===== config.mk =====
export PLATFORM = sky130hd
export DESIGN_NAME = gb_lcd_capture
export DESIGN_NICKNAME = d
export VERILOG_FILES = /design/src/rtl/gb_lcd_capture.sv
export SDC_FILE = /design/constraint.sdc
export NUM_CORES = 1
export LEC_CHECK = 0
export CORE_ASPECT_RATIO = 2
export CORE_MARGIN = 2
export CORE_UTILIZATION = 45
export DETAILED_ROUTE_END_ITERATION = 7
export PLACE_DENSITY_LB_ADDON = 0.2
export RECOVER_POWER = 100
export REMOVE_ABC_BUFFERS = 1
export SYNTH_ARGS = -nofsm -noshare
export SYNTH_HDL_FRONTEND = slang
export SYNTH_SLANG_ARGS = --single-unit

===== constraint.sdc =====
create_clock -name clk -period 4.85 [get_ports clk]
set_input_delay 1.455 -clock clk [delete_from_list [all_inputs] [get_ports clk]]
set_output_delay 1.455 -clock clk [all_outputs]
set_load 0.005 [all_outputs]

===== src/rtl/gb_lcd_capture.sv =====
// Game Boy LCD capture: synchronizes the LCD pins into clk, tracks line/pixel position
// and emits one framebuffer write per pixel. Optional error flag: define GB_CAPTURE_ERR_EN.
module gb_lcd_capture #(
    parameter int H_PIXELS    = 160,
    parameter int V_LINES     = 144,
    parameter int SYNC_STAGES = 2
) (
    input  logic        clk,
    input  logic        rst_n,
    input  logic        gb_clk,
    input  logic        gb_hsync,
    input  logic        gb_vsync,
    input  logic [1:0]  gb_data,
    output logic        wr_en,
    output logic [14:0] wr_addr,
    output logic [1:0]  wr_data,
    output logic        frame_done,
    output logic        frame_valid,
    output logic        err
);

    localparam int PIX_W  = $clog2(H_PIXELS + 1);
    localparam int LINE_W = $clog2(V_LINES + 1);
    localparam int SYNC_W = 5;

    localparam logic [0:0] ST_WAIT_VSYNC = 1'b0;
    localparam logic [0:0] ST_CAPTURE    = 1'b1;

    // Bit layout of a synchronizer word: {data[1:0], vsync, hsync, clk}
    logic [SYNC_W-1:0] sync_r [SYNC_STAGES];
    logic [SYNC_W-1:0] hist_r;
    logic [SYNC_W-1:0] sync_last_s;
    logic              clk_fall_s;
    logic              hsync_fall_s;
    logic              vsync_rise_s;
    logic [1:0]        data_s;

    logic [0:0]        state_r;
    logic [0:0]        state_nxt_s;
    logic [PIX_W-1:0]  pix_r;
    logic [PIX_W-1:0]  pix_nxt_s;
    logic [LINE_W-1:0] line_r;
    logic [LINE_W-1:0] line_nxt_s;
    logic [14:0]       base_r;
    logic [14:0]       base_nxt_s;
    logic              wr_en_nxt_s;
    logic [14:0]       wr_addr_nxt_s;
    logic [1:0]        wr_data_nxt_s;
    logic              done_nxt_s;
    logic              valid_nxt_s;

    // Synchronizer chain plus one history stage for every LCD input
    always_ff @(posedge clk or negedge rst_n) begin
        if (!rst_n) begin
            for (int i = 0; i < SYNC_STAGES; i++) begin
                sync_r[i] <= {SYNC_W{1'b0}};
            end
            hist_r <= {SYNC_W{1'b0}};
        end else begin
            sync_r[0] <= {gb_data, gb_vsync, gb_hsync, gb_clk};
            for (int i = 1; i < SYNC_STAGES; i++) begin
                sync_r[i] <= sync_r[i-1];
            end
            hist_r <= sync_r[SYNC_STAGES-1];
        end
    end

    assign sync_last_s  = sync_r[SYNC_STAGES-1];
    assign clk_fall_s   = hist_r[0] & ~sync_last_s[0];
    assign hsync_fall_s = hist_r[1] & ~sync_last_s[1];
    assign vsync_rise_s = ~hist_r[2] & sync_last_s[2];
    assign data_s       = sync_last_s[4:3];

    // Capture FSM: vsync has priority over hsync, hsync over the pixel clock.
    // base_r tracks line*H_PIXELS so the address needs only an adder.
    always_comb begin
        state_nxt_s   = state_r;
        pix_nxt_s     = pix_r;
        line_nxt_s    = line_r;
        base_nxt_s    = base_r;
        wr_en_nxt_s   = 1'b0;
        wr_addr_nxt_s = wr_addr;
        wr_data_nxt_s = wr_data;
        done_nxt_s    = 1'b0;
        valid_nxt_s   = frame_valid;
        case (state_r)
            ST_WAIT_VSYNC: begin
                if (vsync_rise_s) begin
                    state_nxt_s = ST_CAPTURE;
                    pix_nxt_s   = {PIX_W{1'b0}};
                    line_nxt_s  = {LINE_W{1'b0}};
                    base_nxt_s  = 15'd0;
                end else begin
                    state_nxt_s = ST_WAIT_VSYNC;
                end
            end
            ST_CAPTURE: begin
                if (vsync_rise_s) begin
                    pix_nxt_s  = {PIX_W{1'b0}};
                    line_nxt_s = {LINE_W{1'b0}};
                    base_nxt_s = 15'd0;
                end else if (hsync_fall_s) begin
                    // A latch before any pixel is the LCD's leading hsync; skip it
                    if (pix_r != {PIX_W{1'b0}}) begin
                        pix_nxt_s  = {PIX_W{1'b0}};
                        line_nxt_s = line_r + {{(LINE_W-1){1'b0}}, 1'b1};
                        base_nxt_s = base_r + 15'(H_PIXELS);
                        if (line_r == LINE_W'(V_LINES - 1)) begin
                            done_nxt_s  = 1'b1;
                            valid_nxt_s = 1'b1;
                            state_nxt_s = ST_WAIT_VSYNC;
                        end else begin
                            state_nxt_s = ST_CAPTURE;
                        end
                    end else begin
                        pix_nxt_s = pix_r;
                    end
                end else if (clk_fall_s) begin
                    if (pix_r < PIX_W'(H_PIXELS)) begin
                        wr_en_nxt_s   = 1'b1;
                        wr_addr_nxt_s = base_r + 15'(pix_r);
                        wr_data_nxt_s = data_s;
                        pix_nxt_s     = pix_r + {{(PIX_W-1){1'b0}}, 1'b1};
                    end else begin
                        pix_nxt_s = pix_r;
                    end
                end else begin
                    state_nxt_s = ST_CAPTURE;
                end
            end
            default: begin
                state_nxt_s = ST_WAIT_VSYNC;
            end
        endcase
    end

    // State, counters and registered framebuffer outputs
    always_ff @(posedge clk or negedge rst_n) begin
        if (!rst_n) begin
            state_r     <= ST_WAIT_VSYNC;
            pix_r       <= {PIX_W{1'b0}};
            line_r      <= {LINE_W{1'b0}};
            base_r      <= 15'd0;
            wr_en       <= 1'b0;
            wr_addr     <= 15'd0;
            wr_data     <= 2'd0;
            frame_done  <= 1'b0;
            frame_valid <= 1'b0;
        end else begin
            state_r     <= state_nxt_s;
            pix_r       <= pix_nxt_s;
            line_r      <= line_nxt_s;
            base_r      <= base_nxt_s;
            wr_en       <= wr_en_nxt_s;
            wr_addr     <= wr_addr_nxt_s;
            wr_data     <= wr_data_nxt_s;
            frame_done  <= done_nxt_s;
            frame_valid <= valid_nxt_s;
        end
    end

`ifdef GB_CAPTURE_ERR_EN
    logic err_evt_s;
    logic err_r;

    // Protocol violations seen while capturing: drops, short lines, early vsync, collisions
    always_comb begin
        err_evt_s = 1'b0;
        if (state_r == ST_CAPTURE) begin
            if (vsync_rise_s) begin
                err_evt_s = (line_r != {LINE_W{1'b0}}) || (pix_r != {PIX_W{1'b0}})
                            || hsync_fall_s || clk_fall_s;
            end else if (hsync_fall_s) begin
                err_evt_s = clk_fall_s
                            || ((pix_r != {PIX_W{1'b0}}) && (pix_r < PIX_W'(H_PIXELS)));
            end else if (clk_fall_s) begin
                err_evt_s = (pix_r >= PIX_W'(H_PIXELS));
            end else begin
                err_evt_s = 1'b0;
            end
        end else begin
            err_evt_s = 1'b0;
        end
    end

    // Sticky error flag, cleared only by reset
    always_ff @(posedge clk or negedge rst_n) begin
        if (!rst_n) begin
            err_r <= 1'b0;
        end else begin
            err_r <= err_r | err_evt_s;
        end
    end

    assign err = err_r;
`else
    assign err = 1'b0;
`endif

endmodule


==> results of run 1 <==
[cell type report]
type,instances,share of cell area [%]
Sequential cell,60,44.3
Multi-Input combinational cell,172,35.2
Timing Repair Buffer,28,7.93
Clock buffer,10,7.05
Tap cell,84,3.10
Clock inverter,6,1.88
Inverter,5,0.553
[synth_stat cells (2+ instances only)]
master / number / area [um2]
mux2i_1: 4 / 40.0
nand2_1: 21 / 78.8
o21ai_0: 5 / 25.0
xnor2_1: 8 / 70.1
o22ai_1: 2 / 12.5
nor3_1: 5 / 25.0
ha_1: 7 / 87.6
o31ai_1: 2 / 15.0
xor2_1: 7 / 61.3
nand2b_1: 6 / 37.5
dfrtp_1: 60 / 1500
clkbuf_1: 4 / 15.0
o2bb2ai_1: 2 / 17.5
a22oi_1: 3 / 22.5
buf_6: 3 / 33.8
or3_1: 3 / 18.8
nor2_1: 15 / 56.3
o211ai_1: 2 / 15.0
a21oi_1: 9 / 45.0
or4_1: 4 / 30.0
inv_1: 4 / 15.0
and3_1: 3 / 18.8
a211oi_1: 7 / 52.6
nand3_1: 13 / 65.1
clkbuf_2: 2 / 10.0
mux2_2: 17 / 191
nor2b_1: 2 / 12.5
nand4_1: 3 / 18.8
[per-stage QoR]
stage               utilization [%]  std cells  cell area (um2)
CTS                            56.7        365             3440
global placement               51.7        349             3130
floorplan                         -        237             2760
detailed placement             51.7        349             3130
global route                   56.0        365             3390
finish                         56.0        365             3390
[sequential cells by signal, indices dropped and copies added (netlist names)]
signal	flops
line_r	8
sync_last_s	5
wr_addr	15
frame_done	1
state_r	1
wr_data	2
pix_r	8
base_r	10
sync_r	5
hist_r	3
frame_valid	1
wr_en	1
[cell families after synthesis]
| family | Yosys count |
|---|---|
| AND/OR/NAND/NOR | 85 |
| AO/OA/AOI/OAI | 43 |
| adder cells (fa/ha/maj) | 7 |
| other | 1 |
| XOR/XNOR | 15 |
| buffers and inverters | 16 |
| multiplexers | 21 |
| flip-flops | 60 |
[per-layer routing]
| metal | part of all wire (%) | up-vias | GRT usage, % | wire length (um) |
|---|---|---|---|---|
| met5 | 0 | - | 0 | 0 |
| met4 | 3.0 | 0 | 12.3 | 161 |
| met3 | 3.0 | 10 | 4.65 | 162 |
| met2 | 54 | 34 | 28.8 | 2910 |
| met1 | 40 | 955 | 20.2 | 2170 |
| li1 | - | 946 | - | - |
[worst max-delay path, stage by stage, from the launching register on]
cell and delay (ns):
dfrtp_1 0.44, inv_1 0.09, ha_1 0.15, nor4b_1 1.05
a21o_1 0.76, a21oi_1 0.22, a22o_1 0.23
[worst paths after layout]
kind / end / slack, ns / depth (start not counted)
min in group asynchronous: wr_addr[13] / 1.52 / 1
worst max register to register: pix_r[7] / 1.79 / 6
worst min-delay path: sync_last_s[2] / 0.35 / 0
max in group asynchronous: wr_addr[10] / 2.15 / 2
worst min register to register: sync_last_s[2] / 0.35 / 0
worst max-delay path: pix_r[7] / 1.79 / 6
[where the power goes]
group	total, uW	leakage [uW]	switching, uW	internal, uW
combinational	127	0.000633	66.5	60.6
sequential	558	0.000793	24.9	533
clock	631	0.000144	222	409
==> results.md, run 1 <==
- Outcome: finished, violations left
- Failing checks: max-capacitance violations, max-slew violations
- Avg Cell Area, Syn: 11.4 um2
- Antenna diodes: 0
- Vias in the first global route: 1899
- LEAKAGE: 0.00157 uW
- Critical path startpoint category: flip-flop
- Synth Instances: 248
- Most frequent cells in the layout: dfrtp_1, dlygate4sd3_1, nand2_1
- Min-Delay Startpoint: sync_r[7]
- Die area: 6980 um2
- CP Capture Type: flip-flop
- WP data arrival: 3.27 ns
- Routability cong.: 0.795
- Worst EP required: 5.07 ns
- Total track usage: 17.9%
- Least-Margin Pin Slew: 1.61 ns
- Initial Util: 46.7%
- Fmax: 327 MHz
- #FFs+latches synth: 60
- Fill cell count: 536
- Chip Height: 116 um
- PnR Total Power: 1320 uW
- TritonCTS clock tree: yes
- Xor/xnor share of the synthesized area: 4.64%
- Placed wire-length estimate: 3750 um
- Chip width: 60.1 um
- 1st-pass router iterations: 4
- Initial antenna violation count: 0
- Sequential share of the synthesized area: 53.1%
- Register Area: 1500 um2
- Max IR drop VDD: 0.258 mV
- Layout Nets: 290
- Ys async rst share: 100%
- Min Tclk post-route: 3.06 ns
- Hold-fix buffers, CTS: 0
- Grt ovf: 0
- Fin. Hold Viols: 0
- Largest net degree at the start of global routing: 32
- Setup Slack @ Placement: 2.39 ns
- Cts bufs inserted: 9
- Layout cells sized above 1: 13.9%
- CTS Buffer Depth: 2
- Simple-Gate Fraction of Synth Area: 16.5%
- DRT iter0 DRCs: 64
- Synth Area in Compound Gates: 11.1%
- Multiplexer area fraction after synthesis: 8.18%
- Cell area after synthesis: 2830 um2
- Worst-path clk slew: 0.05 ns
- Commonest non-fill, non-tap cell in the layout: dfrtp_1
- RSZ-0062 raised after global routing: false
- Resized Gates After CTS: 0
- H-Tree Level Count: 3
- WL final: 5400 um
- PortBufs: 26
- Post-synth top flop: dfrtp_1
- Root Buffer: clkbuf_16
- Area of the multi-input gates: 1190 um2
- # rows: 40
- Clk_skew: 0.00732 ns
- Setup CP Type: flip-flop to flip-flop
- Fin crit share: 63.0%
- Via count: 1945
- Crit. Startpoint: pix_r[0]
- Setup TNS: 0 ns
- Final Hold Slack: 0.347 ns
- Area added between synthesis and finish: 19.9%
- Clk Latency, worst-skew pair: 0.33 ns
- First-pass GRT wire length: 8960 um
- Final Max Slew Viols: 31
- Final WS setup: 1.79 ns
- HP Class: flip-flop to flip-flop
- Relative slew margins: -7.26%
- Reg2reg start: pix_r[0]
- Post-CTS setup buffer count: 0
- Final setup vio count: 0
- Post-synth EDFFs: 0
- Pwr/cell area: 388 nW/um2
- Max FO, Critical Path: 25
- Synth unique cells: 53
- Synth Warn #: 0
- Antenna Nets Post-Route: 0
- # DRC: 0
- Max-Cap Viols: 1
- Sink Count: 60
- Core area: 6060 um2
- Largest family of logic cells by synthesized area: simple AND/OR/NAND/NOR gates
- DR WL/cell: 14.8 um
- Area share of fa/ha/maj cells after synthesis: 3.10%
- IO Pins: 28
- Via-per-instance ratio: 5.33
No activity file was read; power rests on OpenSTA's default activity.
==> run 2, diff against run 1 <==
- clock period: 4.85 -> 2.6 ns (I/O delays scaled with it)
==> run 2 against run 1 <==
The run now ends clean. Via count increased by 1.6%. Hold slack got worse by 0.0027 ns. Combinational power increased by 93%. Critical endpoint is now base_r[12]. Highest routed layer unchanged. Largest cell class unchanged.
==> results.md, run 2 (synthesis results as in run 1) <==
- Setup CP Type: flip-flop to flip-flop
- Most frequent cells in the layout: dfrtp_1, dlygate4sd3_1, nand2_1
- Fin. Hold Viols: 0 (unchanged)
- Grt ovf: 0 (unchanged)
- 1st-pass router iterations: 4 (unchanged)
- Relative slew margins: 15.0% (+22 points)
- TritonCTS clock tree: yes
- Post-CTS setup buffer count: 0 (unchanged)
- Largest net degree at the start of global routing: 38 (+19%)
- Top Registers: wr_addr: 15 flops, base_r: 10 flops
- Pwr/cell area: 806 nW/um2 (+110%)
- # DRC: 0 (unchanged)
- Clk Latency, worst-skew pair: 0.34 ns (about the same)
- Fmax: 453 MHz (+38%)
- Fin crit share: 84.9% (+22 points)
- Fill cell count: 533 (-0.56%)
- Routability cong.: 0.746 (-6.2%)
- PnR Total Power: 2830 uW (+120%)
- Most flops, register: wr_addr
- Vias in the first global route: 2037 (+7.3%)
- First-pass GRT wire length: 9660 um (+7.9%)
- Min Tclk post-route: 2.21 ns (-0.849 ns)
- Least-Margin Pin Slew: 1.27 ns (-0.334 ns)
- Area added between synthesis and finish: 24.3%
- Layout Nets: 293 (+1.0%)
- Final setup vio count: 0 (unchanged)
- RSZ-0062 raised after global routing: false
- Resized Gates After CTS: 0 (unchanged)
- Commonest non-fill, non-tap cell in the layout: dfrtp_1
- PortBufs: 26 (unchanged)
- Register Area: 1500 um2 (unchanged)
- Max-Cap Viols: 0 (-1)
- Core area: 6060 um2 (unchanged)
- Sink Count: 60 (unchanged)
- Total track usage: 19.0% (+1.1 points)
- CP Capture Type: flip-flop
- Antenna diodes: 0 (unchanged)
- Area of the multi-input gates: 1210 um2 (+0.94%)
- Layout cells sized above 1: 14.8% (+0.91 points)
- # rows: 40 (unchanged)
- HP Class: flip-flop to flip-flop
- H-Tree Level Count: 3 (unchanged)
- Worst EP required: 2.85 ns (-2.22 ns)
- IO Pins: 28 (unchanged)
- Chip Height: 116 um (unchanged)
- DR WL/cell: 15.1 um (+1.8%)
- Initial Util: 46.7% (unchanged)
- LEAKAGE: 0.00162 uW (+3.4%)
- WL final: 5550 um (+2.7%)
- Max reg flops: 15 (unchanged)
- Final Hold Slack: 0.344 ns (-0.00270 ns)
- Antenna Nets Post-Route: 0 (unchanged)
- Cts bufs inserted: 9 (unchanged)
- Clk_skew: 0.00702 ns (-0.000298 ns)
- Via count: 1977 (+1.6%)
- DRT iter0 DRCs: 64 (unchanged)
- Critical path startpoint category: flip-flop
- Max IR drop VDD: 0.661 mV (+160%)
- CTS Buffer Depth: 2 (unchanged)
- Die area: 6980 um2 (unchanged)
- Placed Cells: 352 (+0.86%)
- Root Buffer: clkbuf_16
- Via-per-instance ratio: 5.37 (+0.82%)
- Max FO, Critical Path: 25 (unchanged)
- Setup TNS: 0 ns (unchanged)
- Initial antenna violation count: 0 (unchanged)
- Placed wire-length estimate: 3930 um (+5.0%)
- Hold-fix buffers, CTS: 0 (unchanged)
- WP data arrival: 2.46 ns (-0.81 ns)
- Chip width: 60.1 um (unchanged)
- Worst-path clk slew: 0.05 ns (about the same)
- Final Max Slew Viols: 0 (-100%)
- Finished Layout Cells: 368 (+0.82%)
- Outcome: finished, final reports clean
[run 2: changes by cell type in the layout (fill, tap and decap cells not counted)]
cell | before | now
clkbuf_1 | 1 | 3
buf_12 | 0 | 1
a21o_4 | 0 | 1
clkbuf_8 | 1 | 0
a21o_1 | 2 | 1
clkinv_2 | 2 | 1
a21oi_2 | 0 | 1
a21oi_1 | 11 | 10
bufinv_16 | 1 | 5
clkinv_4 | 1 | 0
clkinvlp_4 | 2 | 1
[run 2: path summary, 6_finish.rpt]
path / from / slack (ns) / cells after the start / to
setup / recovery: pix_r[0] / 0.39 / 7 / base_r[12]
min in group asynchronous: rst_n / 0.71 / 1 / base_r[11]
hold reg to reg: sync_r[7] / 0.34 / 0 / sync_last_s[2]
setup reg to reg: pix_r[0] / 0.39 / 7 / base_r[12]
max in group asynchronous: rst_n / 1.09 / 2 / line_r[3]
hold / removal: sync_r[7] / 0.34 / 0 / sync_last_s[2]
[run 2: metal layers]
layer	global-route usage (%)	part of all wire (%)	routed length, um
met1	20.7	39	2190
met5	0	0	0
met4	8.89	1.9	106
met2	32.8	55	3080
met3	5.65	3.2	176
[run 2: final cells by class]
class / count / area share, %
flip-flops and latches: 60 / 42.7
multi-input cells: 172 / 34.3
repair buffers: 31 / 8.43
clock buffers: 9 / 6.41
clock inverters: 7 / 4.63
well taps: 84 / 2.99
inverters: 5 / 0.534
[run 2: power breakdown]
part	total, uW	switching, uW	internal (uW)	leakage, uW
Clock	1550	420	1130	0.000186
Sequential	1040	47.5	994	0.000793
Combinational	245	126	119	0.000646
Total	2830	594	2240	0.00162
[run 2: worst max-delay path, stage by stage (launching register included)]
cell,delay [ns]
dfrtp_1,0.43
inv_1,0.07
ha_1,0.22
nor4b_1,0.15
clkbuf_1,0.21
a21o_4,0.36
or4b_1,0.51
a21oi_1,0.17
[run 2: per-stage QoR]
step	setup WS, ns	utilization [%]	instance area, um2
after detailed placement	0.502	52.3	3170
after CTS	0.487	58.7	3560
after global placement	0.513	52.3	3170
after floorplan	0.727	-	2760
after global routing	0.272	58.1	3520
final	0.394	58.1	3520
==> variant, RTL diff (flow settings as in run 2) <==
Build with the macro `GB_CAPTURE_ERR_EN` defined.
--- a/src/rtl/gb_lcd_capture.sv
+++ b/src/rtl/gb_lcd_capture.sv
@@ -2,2 +2,4 @@
 // and emits one framebuffer write per pixel. Optional error flag: define GB_CAPTURE_ERR_EN.
+`define GB_CAPTURE_ERR_EN
+
 module gb_lcd_capture #(
Behaviour: not the same (Yosys sat finds a counterexample within 10 cycles, from zero or initial values and one cycle with rst_n low).
==> variant against run 2 <==
Via count grew 13%; setup slack improved by 21 ps; combinational power fell by 2%; power down 10%; final area is 0.68% higher; critical path depth unchanged; sequential cell count up 1; critical endpoint is now frame_valid; largest power group unchanged; wire length is 9.6% higher; highest routed layer unchanged; non-clock buffer count increased by 3; sequential share of layout area grew 0.42 points; clock power decreased by 19%; area after synthesis is 2.8% higher; count of clock-buffer cells in the layout up 3.
==> variant: results <==
export IMPL_root_buffer="clkbuf_16"
export IMPL_drt_iter0_drc=72
export IMPL_yosysUniqueCellTypes=54
export IMPL_avgSynthCellArea_um2=10.8
export IMPL_slowest_delay_ps=510
export IMPL_vias_per_cell=5.70
export IMPL_grt_usage=0.194
export IMPL_p_leak_nw=1.53
export IMPL_synth_top_cells_by_count="dfrtp_1, o21ai_0, nand2_1"
export IMPL_post_cts_buffers=0
export IMPL_clk_path_buf_depth=2
export IMPL_dpl_cell_count=375
export IMPL_grt_pass1_wl_um=10100
export IMPL_synth_area_leaders="dfrtp_1, o21ai_0, ha_1"
export IMPL_hp_class="reg -> reg"
export IMPL_tightest_slew_ps=1040
export IMPL_avgRoutedWirePerCell_um=15.6
export IMPL_n_antenna_cell=0
export IMPL_cp_slowest_cell="or4b_1"
export IMPL_yosys_warnings=0
export IMPL_grt_max_degree=32
export IMPL_dr_pass1_iters=4
export IMPL_antenna_found_initial=0
export IMPL_peakVddDrop_mv=0.451
export IMPL_arrival_ps=2400
export IMPL_async_flop_share=1.00
export IMPL_clk_latency_ps=330
export IMPL_ys_seq_area_frac=0.525
export IMPL_synth_flop_cell="dfrtp_1"
export IMPL_first_global_vias=2215
export IMPL_fin_skew_ps=4.87
export IMPL_dp_hpwl_um=4300
export IMPL_cts_buffers=9
export IMPL_port_buffers=27
export IMPL_finalCritPeriodShare=0.841
export IMPL_final_nets=315
export IMPL_reg_top3="wr_addr x15, base_r x10"
export IMPL_pre_cts_ws_ps=538
export IMPL_drive_gt1_frac=0.141
export IMPL_wl_um=6080
export IMPL_crit_family="simple AND/OR/NAND/NOR gates"
export IMPL_clkTransAtPathRegs_ps=50
export IMPL_tns_ps=0
export IMPL_crit_fanout=29
export IMPL_ctsResizeCount=0
export IMPL_htree_levels=3
export IMPL_gp_congestion=0.832
export IMPL_outcome="finished, final reports clean"
export IMPL_fillers=565
==> variant: cell types whose count changed after synthesis, sizes merged, moves of 6 or more <==
cell	delta
o31ai	+6
nor2	-6
a21oi	+9
xor2	-6
o21ai	+25
mux2	-10
==> variant: path summary, 6_finish.rpt <==
check                                       to  slack (ps)       from  depth (start not counted)
worst max-delay path               frame_valid         410   pix_r[0]                          7
worst min-delay path            sync_last_s[3]         350  sync_r[8]                          0
worst max register to register     frame_valid         410   pix_r[0]                          7
worst min register to register  sync_last_s[3]         350  sync_r[8]                          0
max in group asynchronous           wr_addr[8]         890      rst_n                          2
min in group asynchronous           wr_addr[4]         610      rst_n                          1
==> variant: final cells by class <==
cell class	instances	area share
inverters	8	0.00848
repair buffers	34	0.0916
well taps	86	0.0304
clock inverters	4	0.0205
clock buffers	12	0.0668
multi-input cells	186	0.351
flip-flops and latches	61	0.431
==> variant: kinds of logic after synthesis <==
logic type	Yosys count	synth area share
mux	7	0.0271
compound gates	78	0.185
xor+xnor	9	0.0271
fa+ha+maj	8	0.0344
simple gates	84	0.162
buf+inv	21	0.0396
flops	61	0.525
==> variant: report_power, final <==
part	leakage, nW	internal (W)	total, W	switching, W
logic	0.583	0.000113	0.000241	0.000128
clock network	0.147	0.000837	0.00125	0.000409
registers	0.800	0.00101	0.00105	0.0000420
==> variant: stage by stage <==
| step | util | cell area (um2) |
|---|---|---|
| after global routing | 0.566 | 3540 |
| after CTS | 0.571 | 3570 |
| after floorplan | - | 2820 |
| final | 0.566 | 3540 |
| after global placement | 0.521 | 3260 |
| after detailed placement | 0.521 | 3260 |
==> variant: worst register-to-register path, stage by stage, from the launching register on <==
cell	delay, ps
dfrtp_1	400
inv_1	120
ha_1	160
or4b_1	510
o21ai_0	350
buf_12	230
nor3_1	90
or2_1	220
==> variant: metal layers <==
metal,GRT usage,up-vias,part of all wire
met4,0.128,0,0.032
met5,0,-,0
met1,0.201,1112,0.39
li1,-,1053,-
met2,0.325,46,0.55
met3,0.0495,17,0.031
